$ cat src/rtl/vector_edisk_ctrl.sv
// Multi-board E-disk controller: per-board config latches, CPU-cycle to SDRAM
// address translation, and a request/ack handshake towards the SDRAM wrapper.
module vector_edisk_ctrl #(
    parameter int         NUM_DISKS = 1,
    parameter logic [7:0] BASE_PORT = 8'h10,
    parameter int         ADDR_W    = 25,
    localparam int        PAGE_W    = $clog2(4*NUM_DISKS+1)
) (
    input  logic              clk_sys,
    input  logic              reset_n,
    input  logic              io_wr,
    input  logic [7:0]        io_addr,
    input  logic [7:0]        io_din,
    input  logic [15:0]       cpu_addr,
    input  logic              ram_read,
    input  logic              write_n,
    input  logic              io_stack,
    input  logic              mem_req,
    input  logic              mem_we,
    output logic              out_req,
    output logic              out_we,
    output logic [ADDR_W-1:0] out_addr,
    input  logic              out_ack,
    output logic              mem_ack,
    output logic [PAGE_W-1:0] ed_page,
    output logic              conflict,
    input  logic              conflict_clr
);

    localparam logic [1:0] S_IDLE  = 2'd0;
    localparam logic [1:0] S_XLATE = 2'd1;
    localparam logic [1:0] S_ISSUE = 2'd2;
    localparam logic [1:0] S_DONE  = 2'd3;

    logic [1:0]        state;
    logic              io_wr_d;
    logic [7:0]        cfg [NUM_DISKS];
    logic [15:0]       a_q;
    logic              rd_q, wn_q, stk_q, we_q;
    logic [PAGE_W-1:0] page_x;
    logic [3:0]        n_hit;

    // One config write per io_wr rising edge; held strobes do not re-write.
    always_ff @(posedge clk_sys or negedge reset_n) begin
        if (!reset_n) begin
            io_wr_d <= 1'b0;
            for (int unsigned i = 0; i < unsigned'(NUM_DISKS); i++)
                cfg[i] <= '0;
        end else begin
            io_wr_d <= io_wr;
            if (io_wr && !io_wr_d) begin
                for (int unsigned i = 0; i < unsigned'(NUM_DISKS); i++)
                    if (io_addr == BASE_PORT + 8'(i))
                        cfg[i] <= io_din;
            end
        end
    end

    // Translation reads cfg before any same-cycle config update lands.
    always_comb begin : xlate
        logic [7:0] c;
        logic       mcyc, win, hs, hw, found;
        page_x = '0;
        n_hit  = '0;
        found  = 1'b0;
        c      = '0;
        win    = 1'b0;
        hs     = 1'b0;
        hw     = 1'b0;
        mcyc   = rd_q | ~wn_q;
        for (int unsigned i = 0; i < unsigned'(NUM_DISKS); i++) begin
            c   = cfg[i];
            win = a_q[15] & ((a_q[13] ^ a_q[14]) | (c[7] & a_q[13] & a_q[14])
                             | (c[6] & ~a_q[13] & ~a_q[14]));
            hs  = c[4] & stk_q & mcyc;
            hw  = c[5] & win & mcyc;
            if (hs || hw) begin
                n_hit = n_hit + 4'd1;
                if (!found) begin
                    found  = 1'b1;
                    page_x = PAGE_W'(1 + 4*i + (hs ? c[3:2] : c[1:0]));
                end
            end
        end
    end

    always_ff @(posedge clk_sys or negedge reset_n) begin
        if (!reset_n) begin
            state    <= S_IDLE;
            a_q      <= '0;
            rd_q     <= 1'b0;
            wn_q     <= 1'b1;
            stk_q    <= 1'b0;
            we_q     <= 1'b0;
            out_req  <= 1'b0;
            out_we   <= 1'b0;
            out_addr <= '0;
            mem_ack  <= 1'b0;
            ed_page  <= '0;
            conflict <= 1'b0;
        end else begin
            mem_ack <= 1'b0;
            if (conflict_clr)
                conflict <= 1'b0;
            case (state)
                S_IDLE: begin
                    if (mem_req) begin
                        a_q   <= cpu_addr;
                        rd_q  <= ram_read;
                        wn_q  <= write_n;
                        stk_q <= io_stack;
                        we_q  <= mem_we;
                        state <= S_XLATE;
                    end
                end
                S_XLATE: begin
                    ed_page  <= page_x;
                    out_addr <= ADDR_W'({page_x, a_q});
                    out_we   <= we_q;
                    out_req  <= 1'b1;
                    if (n_hit > 4'd1)
                        conflict <= 1'b1;
                    state <= S_ISSUE;
                end
                S_ISSUE: begin
                    if (out_ack) begin
                        out_req <= 1'b0;
                        mem_ack <= 1'b1;
                        state   <= S_DONE;
                    end
                end
                default: begin
                    state <= S_IDLE;
                end
            endcase
        end
    end

endmodule

$ cat config.mk
export PLATFORM = sky130hd
export DESIGN_NAME = vector_edisk_ctrl
export DESIGN_NICKNAME = d
export VERILOG_FILES = /design/src/rtl/vector_edisk_ctrl.sv
export SDC_FILE = /design/constraint.sdc
export NUM_CORES = 1
export LEC_CHECK = 0
export BUFFER_PORTS_ARGS = -buffer_cell sky130_fd_sc_hd__clkbuf_2
export CORE_MARGIN = 10
export CORE_UTILIZATION = 45
export CTS_BUF_LIST = sky130_fd_sc_hd__clkbuf_8
export CTS_CLUSTER_SIZE = 8
export DETAILED_ROUTE_END_ITERATION = 10
export PLACE_DENSITY = 0.75
export SETUP_SLACK_MARGIN = 0.3
export SLEW_MARGIN = 30
export SYNTH_ARGS = -nofsm -noshare
export SYNTH_HDL_FRONTEND = slang
export SYNTH_SLANG_ARGS = --single-unit
$ cat constraint.sdc
create_clock -name clk_sys -period 1.95 [get_ports clk_sys]
set_clock_uncertainty 0.05 [all_clocks]
set_input_delay 0.195 -clock clk_sys [delete_from_list [all_inputs] [get_ports clk_sys]]
set_output_delay 0.195 -clock clk_sys [all_outputs]
set_load 0.01 [all_outputs]
==> summary.md <==
| Metric | Value |
|---|---|
| Sequential area share after synthesis | `60.5%` |
| Startpoint of the worst hold path | `out_ack` |
| Antenna fix cells | `0` |
| VDD IR-drop max | `713 uV` |
| CP required | `2.08 ns` |
| Antenna Violating Nets Remaining | `0` |
| Top-area cell type share of the netlist area | `59.3%` |
| Bufs and invs on worst path | `0` |
| Crit path time final | `1.68 ns` |
| Per-cell via count in the routed design | `4.79` |
| Root cell of the clock tree | `sky130_fd_sc_hd__clkbuf_8` |
| Final core utilization | `59.0%` |
| CTS tree | `yes` |
| Number of global-route vias before repair | `1602` |
| Endpoint type of the worst setup path | `register` |
| Starting density of the core | `47.0%` |
| Status | `finished, final reports clean` |
| Cells taking the most area after synthesis | `sky130_fd_sc_hd__dfrtp_1, sky130_fd_sc_hd__mux2_2, sky130_fd_sc_hd__buf_4` |
| Proportion of layout cells with a drive suffix above 1 | `61.0%` |
| Post-Synthesis Mean Instance Area | `14.7 um2` |
| Most frequent cells after synthesis | `sky130_fd_sc_hd__dfrtp_1, sky130_fd_sc_hd__mux2_2, sky130_fd_sc_hd__buf_4` |
| TritonCTS Sinks | `54` |
| Capture point of the worst reg-to-reg path | `ed_page[1]` |
| Maximum clock insertion buffer count | `2` |
| Pins over their slew limit | `0` |
| Arrival time at the worst endpoint | `1.81 ns` |
| Total of warnings raised by yosys | `0` |
| Reg clk slew, reported paths | `0.09 ns` |
| DIE HEIGHT | `90.5 um` |
| Remaining Overflow, GRT | `0` |
| Die area | `0.00819 mm2` |
| Detailed-route DRC error count | `0` |
| Pin count of the biggest net entering global routing | `22` |
| Number of rows created at floorplan | `25` |
| Unrepaired setup endpoints after global routing | `true` |
| Number of top-level pins | `74` |
| First-pass GRT wire length | `7580 um` |
| Share of total power in sequential cells | `47.7%` |
| Cells along the critical path | `nor2b_4, or2_4, mux2_4, ha_4, mux2i_1, a31oi_1` |
| Initial antenna violation count | `0` |
| HPWL Detailed | `3500 um` |
| Cell with the most instances after synthesis | `sky130_fd_sc_hd__dfrtp_1` |
| Slowest library cell on the worst path | `sky130_fd_sc_hd__dfstp_2` |
| Routed wire length | `4520 um` |
| Placeable core area | `0.00475 mm2` |
| Worst setup slack for register-to-register paths | `0.27 ns` |
| Largest delay share family, worst path | `flip-flops` |
| Final clock period utilization by the worst path | `86.3%` |
| Synth cell types | `27` |
| Peak clock frequency supported by timing | `0.594 GHz` |
| Routability congestion estimate | `0.745` |
| Nature of the critical path startpoint | `register` |
| Final-report hold violation count | `0` |
| Total via count in the routed design | `1412` |
| Pleak | `1.39 nW` |
| Crit path kind | `reg2reg` |
| R2R Path Start | `wn_q` |
| Pwr Density | `1350 mW/mm2` |
| Hold WC Path Type | `in2reg` |
| Number of enable-type register cells in the synthesized netlist | `0` |
| Number of nets in the final layout | `273` |
| Number of stages on the worst hold path | `2` |
| Number of iterations in the first detailed-routing pass | `4` |
| Largest fanout on the critical path | `3` |
| Worst-case reg-to-reg path depth | `6` |
| Detail-routed net length per standard cell | `15.3 um` |
| Share of total power consumed by net switching | `30.4%` |
| Async set or reset register ratio after synthesis | `100%` |
| Cell internal pwr | `2.63 mW` |
| Largest stage delay on the critical path | `0.53 ns` |
| Primary flip-flop cell chosen by synthesis mapping | `sky130_fd_sc_hd__dfrtp_1` |
| Number of H-tree branching levels | `2` |
| Hold EP | `out_req` |
| Final total negative setup slack | `0 ns` |
| Die Width | `90.5 um` |
| Psw | `1.15 mW` |
| Total of flip-flops plus latches after synthesis | `54` |
| Logic gate share of total power | `35.8%` |
| Input/output buffers | `67` |
| Clock insertion delay at the later pin of the skew report | `0.30 ns` |
| Number of buffers inserted during clock tree synthesis | `5` |
| Cell Area, Synth | `0.00224 mm2` |
| Global Route Usage Sum | `11.2%` |
| Mapped Cells | `152` |
| Clock Power Share | `16.4%` |
| Final setup fails | `0` |
| Library cell occupying the most area in the post-synthesis netlist | `sky130_fd_sc_hd__dfrtp_1` |
| Syn-to-layout area delta | `25.5%` |
| Number of DRC violations after detailed-routing iteration 0 | `21` |
| Maximum capacitance violations | `0` |
[power groups by stage]
stage / sequential (mW) / clock, mW / combinational, mW
after floorplan: 1.88 / 0 / 0.842
after global placement: 1.82 / 0 / 1.32
after detailed placement: 1.83 / 0 / 1.36
after CTS: 1.81 / 0.646 / 1.40
after global routing: 1.87 / 0.682 / 1.51
final: 1.80 / 0.621 / 1.35
[metrics by stage]
stage / power, mW / hold WS (ns) / worst slack (ns) / instances / cell area (um2)
2_1_floorplan: 2.72 / -0.151 / 0.287 / 157 / 2280
5_1_grt: 4.06 / 0.0620 / 0.217 / 295 / 2810
4_1_cts: 3.85 / 0.0545 / 0.254 / 295 / 2800
3_3_place_gp: 3.13 / 0.122 / 0.248 / 281 / 2650
6_report: 3.78 / 0.0651 / 0.267 / 295 / 2810
3_5_place_dp: 3.19 / 0.129 / 0.218 / 281 / 2650
[what timing repair did]
| item | 4_1_cts | 5_1_grt |
|---|---|---|
| hold buffers | 3 | 0 |
| gates resized for setup | 3 | 1 |
| endpoints found under the setup margin | 15 | 10 |
| cloned | 0 | 0 |
| setup buffers | 3 | 0 |
| pin swaps | 1 | 1 |
| endpoints found under the hold margin | 19 | 0 |
[worst max-delay path by stage]
| stage | startpoint | end | slack [ns] | depth (start not counted) |
|---|---|---|---|---|
| floorplan | wn_q | ed_page[1] | 0.29 | 6 |
| global placement | wn_q | ed_page[1] | 0.25 | 6 |
| detailed placement | wn_q | ed_page[1] | 0.22 | 6 |
| CTS | wn_q | ed_page[1] | 0.25 | 6 |
| global route | wn_q | ed_page[1] | 0.22 | 6 |
| finish | wn_q | ed_page[1] | 0.27 | 6 |
[per-layer routing]
layer | routed length, um | vias to the layer above | track usage [%]
li1 | - | 667 | -
met1 | 1900 | 680 | 12.5
met2 | 2030 | 61 | 17.5
met3 | 553 | 4 | 7.15
met4 | 31 | 0 | 2.39
met5 | 0 | - | 0
[sequential cells by signal, indices dropped and copies added, names as in the netlist]
register and flops:
a_q 16, cfg 8, conflict 1, ed_page 3, io_wr_d 1, mem_ack 1
out_addr 16, out_req 1, out_we 1, rd_q 1, state 2, stk_q 1
we_q 1, wn_q 1
[cell type report]
type	count	area (um2)
fillers	404	1950
flip-flops and latches	54	1350
multi-input cells	84	838
repair buffers	77	422
well taps	67	83.8
clock buffers	6	82.6
inverters	5	18.8
clock inverters	2	8.76
[cell families (layout without fill, tap and decap cells)]
family	count (synthesis)	in the layout	share of synthesized area, %
AO/OA/AOI/OAI	7	7	2.41
adder cells (fa/ha/maj)	4	4	2.24
buffers and inverters	19	90	4.81
flip-flops	54	54	60.5
multiplexers	50	50	25.1
other	1	6	0.168
AND/OR/NAND/NOR	17	17	4.81
[layout by cell type, fill, tap and decap left out, types with 3 or more instances in the layout]
cell	count
sky130_fd_sc_hd__buf_4	6
sky130_fd_sc_hd__clkbuf_2	67
sky130_fd_sc_hd__clkbuf_8	6
sky130_fd_sc_hd__nand2_1	3
sky130_fd_sc_hd__dlygate4sd3_1	3
sky130_fd_sc_hd__conb_1	6
sky130_fd_sc_hd__mux2_2	46
sky130_fd_sc_hd__dfrtp_1	53
sky130_fd_sc_hd__inv_1	6
No activity file was read; power rests on OpenSTA's default activity.
